===== config.mk =====
export PLATFORM = sky130hd
export DESIGN_NAME = vfu_rsp_bridge
export DESIGN_NICKNAME = d
export VERILOG_FILES = /design/src/rtl/vfu_rsp_bridge.sv
export SDC_FILE = /design/constraint.sdc
export NUM_CORES = 1
export LEC_CHECK = 0
export ABC_AREA = 1
export BUFFER_PORTS_ARGS = -buffer_cell sky130_fd_sc_hd__clkbuf_2
export CAP_MARGIN = 10
export CORE_MARGIN = 3
export CORE_UTILIZATION = 49
export CTS_CLUSTER_SIZE = 16
export DETAILED_ROUTE_END_ITERATION = 8
export GPL_TIMING_DRIVEN = 1
export PLACE_DENSITY_LB_ADDON = 0.08
export SLEW_MARGIN = 20
export SYNTH_ARGS = -nofsm -noshare
export SYNTH_HDL_FRONTEND = slang
export SYNTH_SLANG_ARGS = --single-unit
export TNS_END_PERCENT = 30

===== constraint.sdc =====
create_clock -name clk -period 6.4 [get_ports clk]
set_input_delay 0.64 -clock clk [delete_from_list [all_inputs] [get_ports clk]]
set_output_delay 0.64 -clock clk [all_outputs]
set_load 0.1 [all_outputs]

===== src/rtl/vfu_rsp_bridge.sv =====
// vfu_rsp_bridge: in-order CFU command/response bridge with result buffering, watchdog and sticky errors
module vfu_rsp_bridge #(
  parameter int INSN_WIDTH = 32,
  parameter int VEX_DATA_WIDTH = 32,
  parameter int MAX_OUTSTANDING = 4,
  parameter int RSP_DEPTH = 2,
  parameter logic [2:0] RD_FUNCT3 = 3'b111,
  parameter logic [VEX_DATA_WIDTH-1:0] ACK_VALUE = '0,
  parameter int TIMEOUT_CYCLES = 1024,
  parameter logic [VEX_DATA_WIDTH-1:0] TIMEOUT_VALUE = 32'hDEADBEEF
) (
  input  logic                                     clk,
  input  logic                                     reset,
  input  logic                                     cmd_valid,
  output logic                                     cmd_ready,
  input  logic [INSN_WIDTH-1:0]                    cmd_payload_instruction,
  input  logic [VEX_DATA_WIDTH-1:0]                cmd_payload_inputs_0,
  input  logic [VEX_DATA_WIDTH-1:0]                cmd_payload_inputs_1,
  output logic                                     rsp_valid,
  input  logic                                     rsp_ready,
  output logic [VEX_DATA_WIDTH-1:0]                rsp_payload_output,
  output logic                                     core_insn_valid,
  output logic [INSN_WIDTH-1:0]                    core_insn,
  output logic [VEX_DATA_WIDTH-1:0]                core_data_0,
  output logic [VEX_DATA_WIDTH-1:0]                core_data_1,
  input  logic                                     core_rdy,
  input  logic                                     core_res_valid,
  input  logic [VEX_DATA_WIDTH-1:0]                core_res_data,
  output logic                                     err_spurious,
  output logic                                     err_timeout,
  output logic [$clog2(MAX_OUTSTANDING+1)-1:0]     stat_outstanding
);
  localparam int OW = $clog2(MAX_OUTSTANDING + 1);
  localparam int PW = $clog2(MAX_OUTSTANDING);
  localparam int RW = RSP_DEPTH > 1 ? $clog2(RSP_DEPTH) : 1;
  localparam int WW = $clog2(TIMEOUT_CYCLES + 2);
  logic [MAX_OUTSTANDING-1:0] pq_mem;
  logic [PW-1:0] pq_wp, pq_rp;
  logic [OW-1:0] pq_cnt, rcnt, rb_cnt;
  logic [VEX_DATA_WIDTH-1:0] rb_mem [RSP_DEPTH];
  logic [RW-1:0] rb_wp, rb_rp;
  logic [WW-1:0] wd;
  logic is_r, acc, acc_r, head_r, tmo, pop, pop_r, rb_push, rb_pop;
  assign is_r = cmd_payload_instruction[14:12] == RD_FUNCT3;
  assign cmd_ready = ~reset & core_rdy & (pq_cnt != OW'(MAX_OUTSTANDING)) & ~(is_r & (rcnt == OW'(RSP_DEPTH)));
  assign acc = cmd_valid & cmd_ready;
  assign acc_r = acc & is_r;
  assign core_insn_valid = acc;
  assign core_insn = cmd_payload_instruction;
  assign core_data_0 = cmd_payload_inputs_0;
  assign core_data_1 = cmd_payload_inputs_1;
  assign head_r = (pq_cnt != '0) & pq_mem[pq_rp];
  assign tmo = head_r && TIMEOUT_CYCLES != 0 && wd == WW'(TIMEOUT_CYCLES);
  assign rsp_valid = (pq_cnt != '0) & (~head_r | tmo | (rb_cnt != '0));
  assign rsp_payload_output = ~rsp_valid ? '0 : ~head_r ? ACK_VALUE : tmo ? TIMEOUT_VALUE : rb_mem[rb_rp];
  assign pop = rsp_valid & rsp_ready;
  assign pop_r = pop & head_r;
  assign rb_pop = pop_r & (rb_cnt != '0);
  assign rb_push = core_res_valid & (rb_cnt < rcnt);
  assign stat_outstanding = pq_cnt;
  // queue storage: command class per pending slot and buffered core results
  always_ff @(posedge clk) begin
    if (acc) pq_mem[pq_wp] <= is_r;
    if (rb_push) rb_mem[rb_wp] <= core_res_data;
  end
  // pointers, occupancy, credit, watchdog and sticky error flags
  always_ff @(posedge clk)
    if (reset) begin
      pq_wp <= '0;
      pq_rp <= '0;
      pq_cnt <= '0;
      rcnt <= '0;
      rb_wp <= '0;
      rb_rp <= '0;
      rb_cnt <= '0;
      wd <= '0;
      err_spurious <= 1'b0;
      err_timeout <= 1'b0;
    end else begin
      pq_wp <= pq_wp + PW'(acc);
      pq_rp <= pq_rp + PW'(pop);
      pq_cnt <= pq_cnt + OW'(acc) - OW'(pop);
      rcnt <= rcnt + OW'(acc_r) - OW'(pop_r);
      rb_wp <= rb_push ? (rb_wp == RW'(RSP_DEPTH - 1) ? '0 : rb_wp + RW'(1)) : rb_wp;
      rb_rp <= rb_pop ? (rb_rp == RW'(RSP_DEPTH - 1) ? '0 : rb_rp + RW'(1)) : rb_rp;
      rb_cnt <= rb_cnt + OW'(rb_push) - OW'(rb_pop);
      wd <= (pop || !head_r || TIMEOUT_CYCLES == 0) ? '0 : tmo ? wd : (rb_cnt != '0) ? '0 : wd + WW'(1);
      err_spurious <= err_spurious | (core_res_valid & ~rb_push);
      err_timeout <= err_timeout | tmo;
    end
endmodule


==> impl_metrics.env <==
export IMPL_status="finished, final reports clean"
export IMPL_multi_input_area_mm2=0.00149
export IMPL_cts_clk_slew_worst_paths_ns=0.09
export IMPL_seqPwrFrac=0.390
export IMPL_power_share_switching=0.479
export IMPL_setup_violations_final=0
export IMPL_netSwitchingPower_w=0.00107
export IMPL_diodes=0
export IMPL_htree_levels=3
export IMPL_max_cap_viol_count=0
export IMPL_ff2ff_setup_slack_ns=3.18
export IMPL_path_cells="inv_1 > ha_1 > nand2_1 > nor3_1 > nand2_1 > inv_1 > nor2_2 > nand2_2 > a21oi_1 > clkbuf_2"
export IMPL_kind_of_cell_adding_the_most_delay_to_the_critical_path="simple AND/OR/NAND/NOR gates"
export IMPL_worstPathBufferInverterCount=3
export IMPL_most_frequently_used_cell_type_in_the_post_synthesis_netlist="sky130_fd_sc_hd__nand2_1"
export IMPL_worst_clock_skew_ns=0.0131
export IMPL_clock_path_buffers=2
export IMPL_dr_first_iter_drc_count=162
export IMPL_synth_fp_nets=710
export IMPL_postLayoutSetupSlackWorst_ns=2.68
export IMPL_via_count=3431
export IMPL_clock_insertion_delay_worst_skew_ns=0.36
export IMPL_timing_hold_worst_class="reg -> reg"
export IMPL_power_leakage_nw=2.15
export IMPL_ys_seq_area_frac=0.513
export IMPL_critical_path_reg2reg_endpoint="stat_outstanding[2]"
export IMPL_synth_top_cell_by_area="sky130_fd_sc_hd__edfxtp_1"
export IMPL_holdWs_ns=0.460
export IMPL_crit_type="reg -> out"
export IMPL_worst_path_largest_cell_delay_ns=0.65
export IMPL_area_added_between_synthesis_and_finish_pct=-0.832
export IMPL_rsz_0062_raised_after_global_routing="false"
export IMPL_drt_first_pass_iters=5
export IMPL_clock_sinks=97
export IMPL_dieWidth_um=108
export IMPL_finalWorstPathRequiredPeriod_ns=3.72
export IMPL_hold_viol=0
export IMPL_core_region_area_mm2=0.00995
export IMPL_synth_yosys_warnings=0
export IMPL_clk_root_buffer_cell="sky130_fd_sc_hd__clkbuf_8"
export IMPL_drv_slew=0
export IMPL_gp_congestion=0.803
export IMPL_peak_freq_mhz=269
export IMPL_port_buffers=83
export IMPL_post_route_cells_drive_above_1_share=0.235
export IMPL_via_count_of_the_first_global_routing_pass=3363
export IMPL_pre_cts_ws_ns=3.05
export IMPL_whs_path_depth=2
export IMPL_relSlewSlack=0.276
export IMPL_drt_vias_per_instance=5.04
export IMPL_cell_internal_pwr_w=0.00116
export IMPL_detail_route_drc_violations=0
export IMPL_path_max_fanout=24
export IMPL_synth_top_area_frac=0.399
export IMPL_reg2reg_depth=14
export IMPL_cts_setup_buffers=0
export IMPL_ir_drop_v=0.000253
export IMPL_synth_async_reset_ratio=0
export IMPL_grt_start_max_net_pins=34
export IMPL_fill_cells=951
export IMPL_synth_top_flop_cell="sky130_fd_sc_hd__edfxtp_1"
export IMPL_detailed_place_hpwl_um=10100
export IMPL_number_of_routed_nets_with_antenna_violations=0
export IMPL_top_post_synthesis_cells_by_count="sky130_fd_sc_hd__nand2_1 (128), sky130_fd_sc_hd__buf_4 (96), sky130_fd_sc_hd__edfxtp_1 (68)"
export IMPL_totalNegativeSetupSlack_ns=0
export IMPL_grt_antenna_before_repair=0
export IMPL_path_depth=10
export IMPL_critPathCaptureType="output pin"
export IMPL_route_detailed_wl_per_inst_um=19.4
export IMPL_design_final_nets=694
export IMPL_cp_data_required_time_ns=5.76
export IMPL_utilization=0.509
export IMPL_synth_avg_cell_area_um2=9.11
export IMPL_synth_cell_area_mm2=0.00511
export IMPL_placementRows=36
export IMPL_synth_top_cells_by_area="sky130_fd_sc_hd__edfxtp_1 (40%), sky130_fd_sc_hd__buf_4 (14%), sky130_fd_sc_hd__dfxtp_1 (11%), sky130_fd_sc_hd__nand2_1 (9.4%), sky130_fd_sc_hd__nor2_1 (4.3%)"
export IMPL_power_frac_clock=0.155
export IMPL_worst_hold_startpoint="err_timeout"
export IMPL_cts_hold_repair_buffers=0
export IMPL_worst_hold_path_ep="err_timeout"
export IMPL_critical_path_slowest_cell="sky130_fd_sc_hd__nand2_1"
export IMPL_die_height_um=108
export IMPL_power_density_mw_per_mm2=440
export IMPL_final_min_period_over_clock_period=0.581
export IMPL_synth_cells=561
export IMPL_worstSetupStartpoint="wd[0]"
export IMPL_yosys_register_bits=97
export IMPL_global_route_overflow_total=0
export IMPL_worstMarginPinSlew_ns=1.08
export IMPL_ys_types=32
export IMPL_worst_r2r_startpoint="wd[0]"
export IMPL_tritoncts="done"
export IMPL_share_comb_of_total_power=0.456
export IMPL_regArea_mm2=0.00262
export IMPL_top_level_ports=270
export IMPL_initial_core_util=0.514
export IMPL_die_area_mm2=0.0117
export IMPL_drt_wl_total_um=13200
export IMPL_setup_worst_path_start_class="flip-flop"
export IMPL_ctsResizeCount=0
export IMPL_grt_first_pass_wirelength_um=19200
export IMPL_critPathArrivalTime_ns=3.08
export IMPL_cts_buffers_inserted=9
export IMPL_post_synth_edffs=68
export IMPL_gr_util_all_layers=0.229
how the worst max path moves through the flow:
| stage | to | slack (ns) |
|---|---|---|
| 2_1_floorplan | rcnt[2] | 2.13 |
| 3_3_place_gp | rsp_payload_output[14] | 3.13 |
| 3_5_place_dp | rsp_payload_output[24] | 3.05 |
| 4_1_cts | rsp_payload_output[24] | 2.62 |
| 5_1_grt | rsp_payload_output[24] | 2.35 |
| 6_report | rsp_payload_output[24] | 2.68 |
power by group through the flow:
stage	Clock [W]	Combinational (W)	Sequential, W
final	0.000345	0.00102	0.000869
after global routing	0.000381	0.00112	0.000884
after CTS	0.000359	0.00103	0.000869
after detailed placement	0	0.00102	0.000884
after global placement	0	0.00102	0.000881
after floorplan	0	0.00106	0.000950
area by class of cell:
class                           instances  area share
Multi-Input combinational cell        299       0.294
Timing Repair Buffer                   86      0.0864
Inverter                               52      0.0385
Clock inverter                          5     0.00642
Sequential cell                        97       0.517
Tap cell                              133      0.0328
Clock buffer                            9      0.0244
per-layer routing:
layer / GRT usage / up-vias / part of all wire
met5: 0.0446 / - / 0.0053
met4: 0.167 / 2 / 0.070
met3: 0.0896 / 51 / 0.094
li1: - / 1650 / -
met2: 0.353 / 147 / 0.46
met1: 0.256 / 1581 / 0.37
layout by cell type (no fill, tap or decap):
cell type	synthesis	layout
sky130_fd_sc_hd__or2_2	2	2
sky130_fd_sc_hd__nor2_4	2	2
sky130_fd_sc_hd__nand4_1	3	3
sky130_fd_sc_hd__nand2_2	5	5
sky130_fd_sc_hd__ha_1	12	12
sky130_fd_sc_hd__o211ai_1	1	1
sky130_fd_sc_hd__xnor2_1	3	3
sky130_fd_sc_hd__nand3_2	2	2
sky130_fd_sc_hd__buf_4	96	3
sky130_fd_sc_hd__fa_1	3	3
sky130_fd_sc_hd__inv_1	47	47
sky130_fd_sc_hd__clkinv_1	0	1
sky130_fd_sc_hd__clkinvlp_4	0	2
sky130_fd_sc_hd__inv_2	5	5
sky130_fd_sc_hd__clkinvlp_2	0	1
sky130_fd_sc_hd__clkbuf_8	0	9
sky130_fd_sc_hd__edfxtp_1	68	68
sky130_fd_sc_hd__dfxtp_1	29	29
sky130_fd_sc_hd__nor3_1	4	4
sky130_fd_sc_hd__a31oi_1	1	1
sky130_fd_sc_hd__nor3_2	1	1
sky130_fd_sc_hd__clkbuf_2	1	83
sky130_fd_sc_hd__inv_6	0	1
sky130_fd_sc_hd__o21bai_1	1	1
sky130_fd_sc_hd__and3_1	1	1
sky130_fd_sc_hd__o21ai_1	1	1
sky130_fd_sc_hd__nor2_1	59	57
sky130_fd_sc_hd__o21ai_0	4	4
sky130_fd_sc_hd__nor2_2	11	13
sky130_fd_sc_hd__a21oi_1	14	14
sky130_fd_sc_hd__nand3b_1	2	2
sky130_fd_sc_hd__xor2_1	3	3
sky130_fd_sc_hd__nand2_1	128	128
sky130_fd_sc_hd__nand3_1	36	36
through the flow:
stage               power [W]  cell area (um^2)  std cells
CTS                   0.00225              5070        681
global route          0.00238              5070        681
finish                0.00223              5070        681
floorplan             0.00201              5110        561
detailed placement    0.00191              4910        667
global placement      0.00190              4910        667
cells by family after synthesis:
| group | synth area share |
|---|---|
| XOR/XNOR | 0.0103 |
| AND/OR/NAND/NOR | 0.217 |
| adder cells (fa/ha/maj) | 0.0411 |
| AO/OA/AOI/OAI | 0.0228 |
| buffers and inverters | 0.196 |
| flip-flops | 0.513 |
sequential cells by signal, indices dropped and copies added (netlist names), named ones only:
name	flops
pq_mem	4
pq_rp	2
rcnt	3
wd	11
pq_wp	2
err_timeout	1
err_spurious	1
rb_rp	1
rb_wp	1
stat_outstanding	3
rb_cnt	3
rb_mem	64
worst register-to-register path, delay by kind of cell (launching register included):
family | cells | cell delay [ns]
buffers and inverters | 3 | 0.19
AND/OR/NAND/NOR | 6 | 1.40
adder cells (fa/ha/maj) | 4 | 1.03
flip-flops | 1 | 0.41
AO/OA/AOI/OAI | 1 | 0.12
Power figures use the tool's default switching activity.
